$ cat src/rtl/sub_pkg.sv
// Shared definitions for the bit-serial subtractor.
//   state_t  : FSM encoding (IDLE -> RUN -> DONE -> IDLE)
//   WIDTH_DEF: default operand width
//   CNT_W    : bit-counter width for the default operand width
//   calc_ovf : two's-complement overflow check for a - b
package sub_pkg;

  typedef enum logic [1:0] {
    IDLE = 2'd0,
    RUN  = 2'd1,
    DONE = 2'd2
  } state_t;

  localparam int unsigned WIDTH_DEF = 8;
  localparam int unsigned CNT_W     = $clog2(WIDTH_DEF);

  // Overflow occurs only when the operand signs differ and the result sign
  // disagrees with the minuend sign.
  function automatic logic calc_ovf(input logic a_msb,
                                    input logic b_msb,
                                    input logic d_msb);
    return (a_msb != b_msb) && (d_msb != a_msb);
  endfunction

endpackage

$ cat src/rtl/full_subtractor_cell.sv
// One-bit full subtractor: d = x - y - bin.
//   x    : minuend bit
//   y    : subtrahend bit
//   bin  : borrow in
//   d    : difference bit
//   bout : borrow out
module full_subtractor_cell (
  input  logic x,
  input  logic y,
  input  logic bin,
  output logic d,
  output logic bout
);

  logic w_xy;

  assign w_xy = x ^ y;
  assign d    = w_xy ^ bin;
  assign bout = (~x & y) | (~w_xy & bin);

endmodule

$ cat src/rtl/serial_subtractor.sv
// Bit-serial WIDTH-bit subtractor: diff = a - b - bi, one bit per clock,
// LSB first, with a start/busy/done handshake.
//   clk   : rising-edge clock
//   rst_n : asynchronous active-low reset
//   start : request, sampled only in IDLE
//   a, b  : minuend / subtrahend, captured on an accepted start
//   bi    : borrow-in, captured on an accepted start
//   busy  : high in RUN and DONE
//   done  : one-cycle pulse when diff/flags have just updated
//   diff  : result register, held until the next completion
//   bo    : unsigned borrow-out from the MSB
//   ovf   : signed overflow
//   zero  : diff == 0
module serial_subtractor
  import sub_pkg::*;
#(
  parameter int unsigned WIDTH = WIDTH_DEF
) (
  input  logic             clk,
  input  logic             rst_n,
  input  logic             start,
  input  logic [WIDTH-1:0] a,
  input  logic [WIDTH-1:0] b,
  input  logic             bi,
  output logic             busy,
  output logic             done,
  output logic [WIDTH-1:0] diff,
  output logic             bo,
  output logic             ovf,
  output logic             zero
);

  // Package counter width applies to the default width; other widths derive
  // their own.
  localparam int unsigned CW = (WIDTH == WIDTH_DEF) ? CNT_W : $clog2(WIDTH);

  state_t           r_state;
  state_t           w_next;
  logic [CW-1:0]    r_cnt;
  logic [WIDTH-1:0] r_a;
  logic [WIDTH-1:0] r_b;
  logic [WIDTH-1:0] r_res;
  logic             r_br;
  logic [WIDTH-1:0] r_diff;
  logic             r_bo;
  logic             r_ovf;
  logic             r_zero;

  logic             w_d;
  logic             w_bout;
  logic             w_last;
  logic             w_accept;
  logic [WIDTH-1:0] w_res_next;

  full_subtractor_cell u_cell (
    .x    (r_a[0]),
    .y    (r_b[0]),
    .bin  (r_br),
    .d    (w_d),
    .bout (w_bout)
  );

  assign w_last     = (r_cnt == CW'(WIDTH - 1));
  assign w_accept   = (r_state == IDLE) && start;
  assign w_res_next = {w_d, r_res[WIDTH-1:1]};

  // State register
  always_ff @(posedge clk or negedge rst_n) begin
    if (!rst_n) begin
      r_state <= IDLE;
    end else begin
      r_state <= w_next;
    end
  end

  // Next-state logic
  always_comb begin
    w_next = r_state;
    case (r_state)
      IDLE:    if (start)  w_next = RUN;
      RUN:     if (w_last) w_next = DONE;
      DONE:    w_next = IDLE;
      default: w_next = IDLE;
    endcase
  end

  // Output logic
  always_comb begin
    busy = 1'b0;
    done = 1'b0;
    case (r_state)
      RUN:     busy = 1'b1;
      DONE:    begin busy = 1'b1; done = 1'b1; end
      default: ;
    endcase
  end

  // Datapath: operand/result shift registers and bit counter
  always_ff @(posedge clk or negedge rst_n) begin
    if (!rst_n) begin
      r_cnt <= '0;
      r_a   <= '0;
      r_b   <= '0;
      r_res <= '0;
      r_br  <= 1'b0;
    end else if (w_accept) begin
      r_cnt <= '0;
      r_a   <= a;
      r_b   <= b;
      r_res <= '0;
      r_br  <= bi;
    end else if (r_state == RUN) begin
      r_a   <= {1'b0, r_a[WIDTH-1:1]};
      r_b   <= {1'b0, r_b[WIDTH-1:1]};
      r_res <= w_res_next;
      r_br  <= w_bout;
      r_cnt <= w_last ? '0 : r_cnt + 1'b1;
    end
  end

  // Result registers update only on the DONE-entry edge. On the final bit the
  // operand LSBs hold the original MSBs, so the overflow check reads them there.
  always_ff @(posedge clk or negedge rst_n) begin
    if (!rst_n) begin
      r_diff <= '0;
      r_bo   <= 1'b0;
      r_ovf  <= 1'b0;
      r_zero <= 1'b0;
    end else if ((r_state == RUN) && w_last) begin
      r_diff <= w_res_next;
      r_bo   <= w_bout;
      r_ovf  <= calc_ovf(r_a[0], r_b[0], w_d);
      r_zero <= (w_res_next == '0);
    end
  end

  assign diff = r_diff;
  assign bo   = r_bo;
  assign ovf  = r_ovf;
  assign zero = r_zero;

endmodule

$ cat config.mk
export PLATFORM = sky130hd
export DESIGN_NAME = serial_subtractor
export DESIGN_NICKNAME = d
export VERILOG_FILES = /design/src/rtl/sub_pkg.sv /design/src/rtl/full_subtractor_cell.sv /design/src/rtl/serial_subtractor.sv
export SDC_FILE = /design/constraint.sdc
export NUM_CORES = 1
export LEC_CHECK = 0
export ABC_CLOCK_PERIOD_IN_PS = 1700
export BUFFER_PORTS_ARGS = -buffer_cell sky130_fd_sc_hd__buf_4
export CAP_MARGIN = 20
export CORE_MARGIN = 2
export CORE_UTILIZATION = 47
export DETAILED_ROUTE_END_ITERATION = 8
export PLACE_DENSITY = 0.78
export SLEW_MARGIN = 20
export SYNTH_ARGS = -nofsm -noshare
export SYNTH_HDL_FRONTEND = slang
export SYNTH_HIERARCHICAL = 1
export SYNTH_SLANG_ARGS = --single-unit
$ cat constraint.sdc
create_clock -name clk -period 1.7 [get_ports clk]
set_input_delay 0 -clock clk [delete_from_list [all_inputs] [get_ports clk]]
set_output_delay 0 -clock clk [all_outputs]
set_load 0.02 [all_outputs]
==> out/metrics.json, run 1 <==
{
  "crit_path_start_kind": {"value": "flip-flop"},
  "synth_area_leader_cell": {"value": "dfrtp_1"},
  "period_needed": {"value": 1560, "unit": "ps"},
  "yosys-top-cells-area": {"value": "dfrtp_1 53%, mux2i_1 13%, mux2_4 6.3%"},
  "fp.dieArea": {"value": 4560, "unit": "um^2"},
  "detailedRoute.firstPassIterationCount": {"value": 4},
  "power-per-cell-area": {"value": 1630, "unit": "nW/um^2"},
  "critPathArrivalTime": {"value": 1720, "unit": "ps"},
  "first_pass_grt_wire_length": {"value": 5700, "unit": "um"},
  "timing.critical_path.fanout_max": {"value": 12},
  "hold_viol_final": {"value": 0},
  "crit_chain": {"value": "inv_1, ha_1, buf_4, mux2i_1, o21ai_1"},
  "io-pin-count": {"value": 33},
  "floorplan.initialDensity": {"value": 48.1, "unit": "%"},
  "design.final.nets": {"value": 240},
  "cts.hold.buffers_added": {"value": 18},
  "globalplace.congestion": {"value": 0.681},
  "cts_root_buf": {"value": "clkbuf_8"},
  "dr.first_iter.drc_count": {"value": 121},
  "layout_cell_share_with_drive_strength_beyond_1": {"value": 27.2, "unit": "%"},
  "clock_sinks": {"value": 40},
  "port_buffers": {"value": 32},
  "fraction_of_the_yosys_area_taken_by_sequential_cells": {"value": 52.8, "unit": "%"},
  "num_antenna_cells": {"value": 0},
  "tightestPinTransition": {"value": 488, "unit": "ps"},
  "width_of_the_chip": {"value": 67.5, "unit": "um"},
  "cts.htree.levels": {"value": 2},
  "dieHeight": {"value": 67.5, "unit": "um"},
  "rsz0062_at_grt": {"value": "false"},
  "number_of_antenna_violations_at_the_first_check_in_global_routing": {"value": 0},
  "worst_slack": {"value": 144, "unit": "ps"},
  "syn_area": {"value": 1900, "unit": "um^2"},
  "clk_buf_depth": {"value": 2},
  "synth_cell_type_count": {"value": 21},
  "cts_tree": {"value": "yes"},
  "share_of_the_synthesized_area_in_the_top_cell_type": {"value": 52.8, "unit": "%"},
  "post-cts-setup-buffers": {"value": 0},
  "drv_slew": {"value": 0},
  "post_place_worst_slack": {"value": 157, "unit": "ps"},
  "detail-route-antenna-nets": {"value": 0},
  "setup_total_negative_slack": {"value": 0, "unit": "ps"},
  "insertion_delay": {"value": 290, "unit": "ps"},
  "fin_skew": {"value": 6.02, "unit": "ps"},
  "setup-violations-final": {"value": 0},
  "grt_start_max_net_pins": {"value": 45},
  "whs": {"value": 183, "unit": "ps"},
  "finalWirelength": {"value": 3460, "unit": "um"},
  "hpwl": {"value": 2170, "unit": "um"},
  "synthesis.area_per_instance": {"value": 11.8, "unit": "um^2"},
  "drcViolationCount": {"value": 0},
  "num_vias": {"value": 1280},
  "cts_resized": {"value": 0},
  "min_path_type": {"value": "input pin to flip-flop"},
  "cts_buffers": {"value": 5},
  "std_cell_rows": {"value": 23},
  "run_status": {"value": "completed"},
  "grt_usage": {"value": 17.1, "unit": "%"},
  "core-area": {"value": 3940, "unit": "um^2"},
  "yosysWarnings": {"value": 6},
  "share_of_the_clock_period_used_by_the_worst_path_after_layout": {"value": 91.5, "unit": "%"},
  "critical_path_required": {"value": 1870, "unit": "ps"},
  "synth.ff_latch_count": {"value": 40},
  "crit_path_top_delay_cell": {"value": "dfrtp_1"},
  "sort_of_element_at_the_end_of_the_critical_path": {"value": "flip-flop"},
  "overflow_left_after_global_routing": {"value": 0},
  "max_slew_margin": {"value": 67.5, "unit": "%"},
  "route.detailed.vias_per_inst": {"value": 4.87},
  "irDropWorstVdd": {"value": 833, "unit": "uV"},
  "netlist_instances": {"value": 160},
  "maxCapViolations": {"value": 0},
  "max_freq": {"value": 0.643, "unit": "GHz"},
  "critical_path_class": {"value": "flip-flop to flip-flop"},
  "post_drt_wl_per_cell": {"value": 13.2, "unit": "um"},
  "p_leak": {"value": 1.23, "unit": "nW"},
  "path_clk_slew": {"value": 70, "unit": "ps"},
  "cpPeakStageDelay": {"value": 410, "unit": "ps"},
  "syn-num-nets": {"value": 188},
  "area_delta_synth_final": {"value": 29.0, "unit": "%"},
  "totalPowerFinal": {"value": 3.98, "unit": "mW"},
  "first_global_vias": {"value": 1254}
}
[worst max-delay path, delay by kind of cell (launching register included)]
| kind | cells | cell delay, ps |
|---|---|---|
| DFF | 1 | 410 |
| adders and majority gates | 1 | 280 |
| AOI/OAI and AO/OA | 1 | 90 |
| buffers and inverters | 2 | 390 |
| muxes | 1 | 260 |
[layer usage]
| layer | up-vias | global-route usage (%) | wire (um) |
|---|---|---|---|
| met2 | 28 | 27.5 | 1680 |
| met1 | 604 | 22.1 | 1570 |
| met4 | 0 | 6.12 | 51 |
| li1 | 642 | - | - |
| met5 | - | 0 | 0 |
| met3 | 6 | 4.83 | 153 |
[power breakdown]
group | leakage [nW] | switching, mW | internal [mW]
Combinational | 0.660 | 0.896 | 0.881
Clock | 0.0510 | 0.316 | 0.324
Sequential | 0.522 | 0.249 | 1.31
[layout by cell type, fill, tap and decap left out]
| cell | count |
|---|---|
| mux2_2 | 3 |
| and2b_4 | 1 |
| ha_1 | 7 |
| nand2_4 | 1 |
| inv_1 | 7 |
| and3b_1 | 1 |
| dfrtp_1 | 40 |
| nor2_1 | 11 |
| nor4_1 | 2 |
| o21ai_1 | 13 |
| clkbuf_8 | 6 |
| mux2_4 | 8 |
| buf_12 | 1 |
| and2_1 | 1 |
| clkinv_2 | 2 |
| dlygate4sd3_1 | 18 |
| buf_4 | 35 |
| a21oi_4 | 1 |
| o21ai_0 | 6 |
| nand2_1 | 22 |
| mux2i_1 | 25 |
| fa_1 | 1 |
| a21oi_1 | 1 |
[layout make-up]
class / instances / area [um^2]
Timing Repair Buffer: 54 / 463
Inverter: 7 / 26.3
Fill cell: 295 / 1500
Clock buffer: 6 / 82.6
Sequential cell: 40 / 1000
Tap cell: 50 / 62.6
Clock inverter: 2 / 10.0
Multi-Input combinational cell: 104 / 801
[cell usage after synthesis, drive strengths merged]
cell type / instances
dfrtp: 40
mux2i: 25
nand2: 23
o21ai: 19
mux2: 11
nor2: 11
buf: 9
ha: 7
inv: 7
a21oi: 2
nor4: 2
and2: 1
and2b: 1
and3b: 1
fa: 1
[per-stage QoR]
stage / cells / area [um^2] / util, %
2_1_floorplan: 160 / 1900 / -
3_3_place_gp: 237 / 2170 / 55.1
3_5_place_dp: 237 / 2170 / 55.1
4_1_cts: 263 / 2450 / 62.0
5_1_grt: 263 / 2450 / 62.0
6_report: 263 / 2450 / 62.0
[logic make-up (layout without fill, tap and decap cells)]
family	after synthesis	in the layout	share of synthesized area, %
AO/OA/AOI/OAI	21	21	6.14
adder cells (fa/ha/maj)	8	8	5.68
buffers and inverters	16	69	4.95
flip-flops	40	40	52.8
multiplexers	36	36	21.3
AND/OR/NAND/NOR	39	39	9.11
[state kept, by name, summed over array words and instances, names as in the netlist]
name / flops
bo: 1
r_res: 7
r_cnt: 3
diff: 8
ovf: 1
r_br: 1
r_state: 2
r_a: 8
r_b: 8
zero: 1
[final timing paths]
path                       startpoint    endpoint  slack, ps  cells after the start
setup / recovery           r_state[1]      r_a[3]        140                      5
hold / removal                  start  r_state[1]        180                      4
setup reg to reg           r_state[1]      r_a[3]        140                      5
hold reg to reg                  zero        zero        480                      2
max in group asynchronous       rst_n      r_a[0]       1140                      2
min in group asynchronous       rst_n     diff[3]        220                      2
No activity file was read; power rests on OpenSTA's default activity.
==> run 2, diff against run 1 <==
- ABC_CLOCK_PERIOD_IN_PS: 1700 -> unset
- CELL_PAD_IN_SITES_DETAIL_PLACEMENT: unset -> 1
- CELL_PAD_IN_SITES_GLOBAL_PLACEMENT: unset -> 2
- CORE_UTILIZATION: 47 -> 36
- PLACE_DENSITY: 0.78 -> 0.87
==> out/metrics.json, run 2 (synthesis gave the netlist of run 1 again) <==
{
  "run_status": {"value": "completed"},
  "area_delta_synth_final": {"value": 31.2, "unit": "%"},
  "cts.htree.levels": {"value": 2},
  "grt_usage": {"value": 14.9, "unit": "%"},
  "hpwl": {"value": 2630, "unit": "um"},
  "mostFrequentLayoutCells": {"value": "40 x dfrtp_1, 36 x buf_4, 25 x mux2i_1"},
  "whs": {"value": 188, "unit": "ps"},
  "finalWirelength": {"value": 3950, "unit": "um"},
  "multi_input_comb_area": {"value": 812, "unit": "um^2"},
  "timing.critical_path.fanout_max": {"value": 2},
  "std_cell_rows": {"value": 26},
  "insertion_delay": {"value": 290, "unit": "ps"},
  "sort_of_element_at_the_end_of_the_critical_path": {"value": "flip-flop"},
  "post_drt_wl_per_cell": {"value": 13.9, "unit": "um"},
  "ff2ff_path_depth": {"value": 5},
  "layout_cell_share_with_drive_strength_beyond_1": {"value": 28.0, "unit": "%"},
  "design.final.nets": {"value": 241},
  "critical_path_class": {"value": "flip-flop to flip-flop"},
  "critical_path_required": {"value": 1880, "unit": "ps"},
  "dr.first_iter.drc_count": {"value": 67},
  "setup_total_negative_slack": {"value": 0, "unit": "ps"},
  "io-pin-count": {"value": 33},
  "num_vias": {"value": 1338},
  "fin_cells": {"value": 284},
  "leading_cell_type_in_the_layout_fill_and_taps_excluded": {"value": "dfrtp_1"},
  "p_leak": {"value": 1.23, "unit": "nW"},
  "floorplan.initialDensity": {"value": 37.1, "unit": "%"},
  "postLayoutCoreUtil": {"value": 48.7, "unit": "%"},
  "power-per-cell-area": {"value": 1640, "unit": "nW/um^2"},
  "min_path_type": {"value": "input pin to flip-flop"},
  "grt_start_max_net_pins": {"value": 41},
  "fp.dieArea": {"value": 5860, "unit": "um^2"},
  "cts_root_buf": {"value": "clkbuf_8"},
  "overflow_left_after_global_routing": {"value": 0},
  "width_of_the_chip": {"value": 76.6, "unit": "um"},
  "detailedRoute.firstPassIterationCount": {"value": 4},
  "placement.cell_area": {"value": 2210, "unit": "um^2"},
  "period_needed": {"value": 1590, "unit": "ps"},
  "globalplace.congestion": {"value": 0.779},
  "irDropWorstVdd": {"value": 563, "unit": "uV"},
  "fin_skew": {"value": 3.70, "unit": "ps"},
  "route.detailed.vias_per_inst": {"value": 4.71},
  "critPathArrivalTime": {"value": 1770, "unit": "ps"},
  "num_antenna_cells": {"value": 0},
  "maxCapViolations": {"value": 0},
  "number_of_antenna_violations_at_the_first_check_in_global_routing": {"value": 0},
  "sequential_cell_area": {"value": 1000, "unit": "um^2"},
  "worst_slack": {"value": 107, "unit": "ps"},
  "share_of_the_clock_period_used_by_the_worst_path_after_layout": {"value": 93.7, "unit": "%"},
  "hold_viol_final": {"value": 0},
  "totalPowerFinal": {"value": 4.07, "unit": "mW"},
  "detail-route-antenna-nets": {"value": 0},
  "setup-violations-final": {"value": 0},
  "rsz0062_at_grt": {"value": "false"},
  "crit_path_start_kind": {"value": "flip-flop"},
  "max_slew_margin": {"value": 66.3, "unit": "%"},
  "cts_tree": {"value": "yes"},
  "whs_path_depth": {"value": 4},
  "first_pass_grt_wire_length": {"value": 6950, "unit": "um"},
  "drv_slew": {"value": 0},
  "r2r_slack": {"value": 110, "unit": "ps"},
  "port_buffers": {"value": 32},
  "core-area": {"value": 5110, "unit": "um^2"},
  "number_of_placed_cells_counting_well_taps": {"value": 258},
  "clk_buf_depth": {"value": 2},
  "tightestPinTransition": {"value": 506, "unit": "ps"},
  "max_freq": {"value": 0.628, "unit": "GHz"},
  "path_clk_slew": {"value": 70, "unit": "ps"},
  "post-route-cell-area": {"value": 2490, "unit": "um^2"},
  "dieHeight": {"value": 76.6, "unit": "um"},
  "clock_sinks": {"value": 40},
  "drcViolationCount": {"value": 0},
  "fillerInstances": {"value": 549},
  "cts_buffers": {"value": 5},
  "first_global_vias": {"value": 1468},
  "post_place_worst_slack": {"value": 69.8, "unit": "ps"}
}
-- run 2: critical path, stage by stage, from the launching register on --
cell,delay (ps)
dfrtp_1,410
ha_1,220
ha_1,220
and2b_4,290
a21oi_4,40
mux2_4,290
-- run 2: final timing paths --
| check | end | start |
|---|---|---|
| worst min register to register | ovf | ovf |
| min in group asynchronous | diff[1] | rst_n |
| max in group asynchronous | r_a[2] | rst_n |
| worst max-delay path | r_state[1] | r_cnt[0] |
| worst max register to register | r_state[1] | r_cnt[0] |
| worst min-delay path | r_state[0] | start |
-- run 2: layout make-up --
| type | instances | share of cell area, % |
|---|---|---|
| inverters | 7 | 1.06 |
| repair buffers | 55 | 18.9 |
| flip-flops and latches | 40 | 40.2 |
| multi-input cells | 104 | 32.6 |
| well taps | 70 | 3.52 |
| clock buffers | 8 | 3.62 |
-- run 2: repair_timing --
item                       in CTS  in global routing
hold endpoints to repair       57                  0
setup buffers                   0                  0
hold buffers                   18                  0
resized for setup               0                  3
setup endpoints to repair       0                  8
-- run 2: metal layers --
metal,vias up,global-route usage (%),wire length (um)
met1,668,18.1,1690
li1,639,-,-
met4,0,3.27,21
met2,29,26.0,2090
met5,-,0,0
met3,2,4.74,149
-- run 2: where the power goes --
group / switching (mW) / total, mW / leakage [nW] / internal (mW)
Sequential: 0.263 / 1.57 / 0.522 / 1.31
Clock: 0.310 / 0.641 / 0.0455 / 0.331
Combinational: 0.933 / 1.85 / 0.665 / 0.921
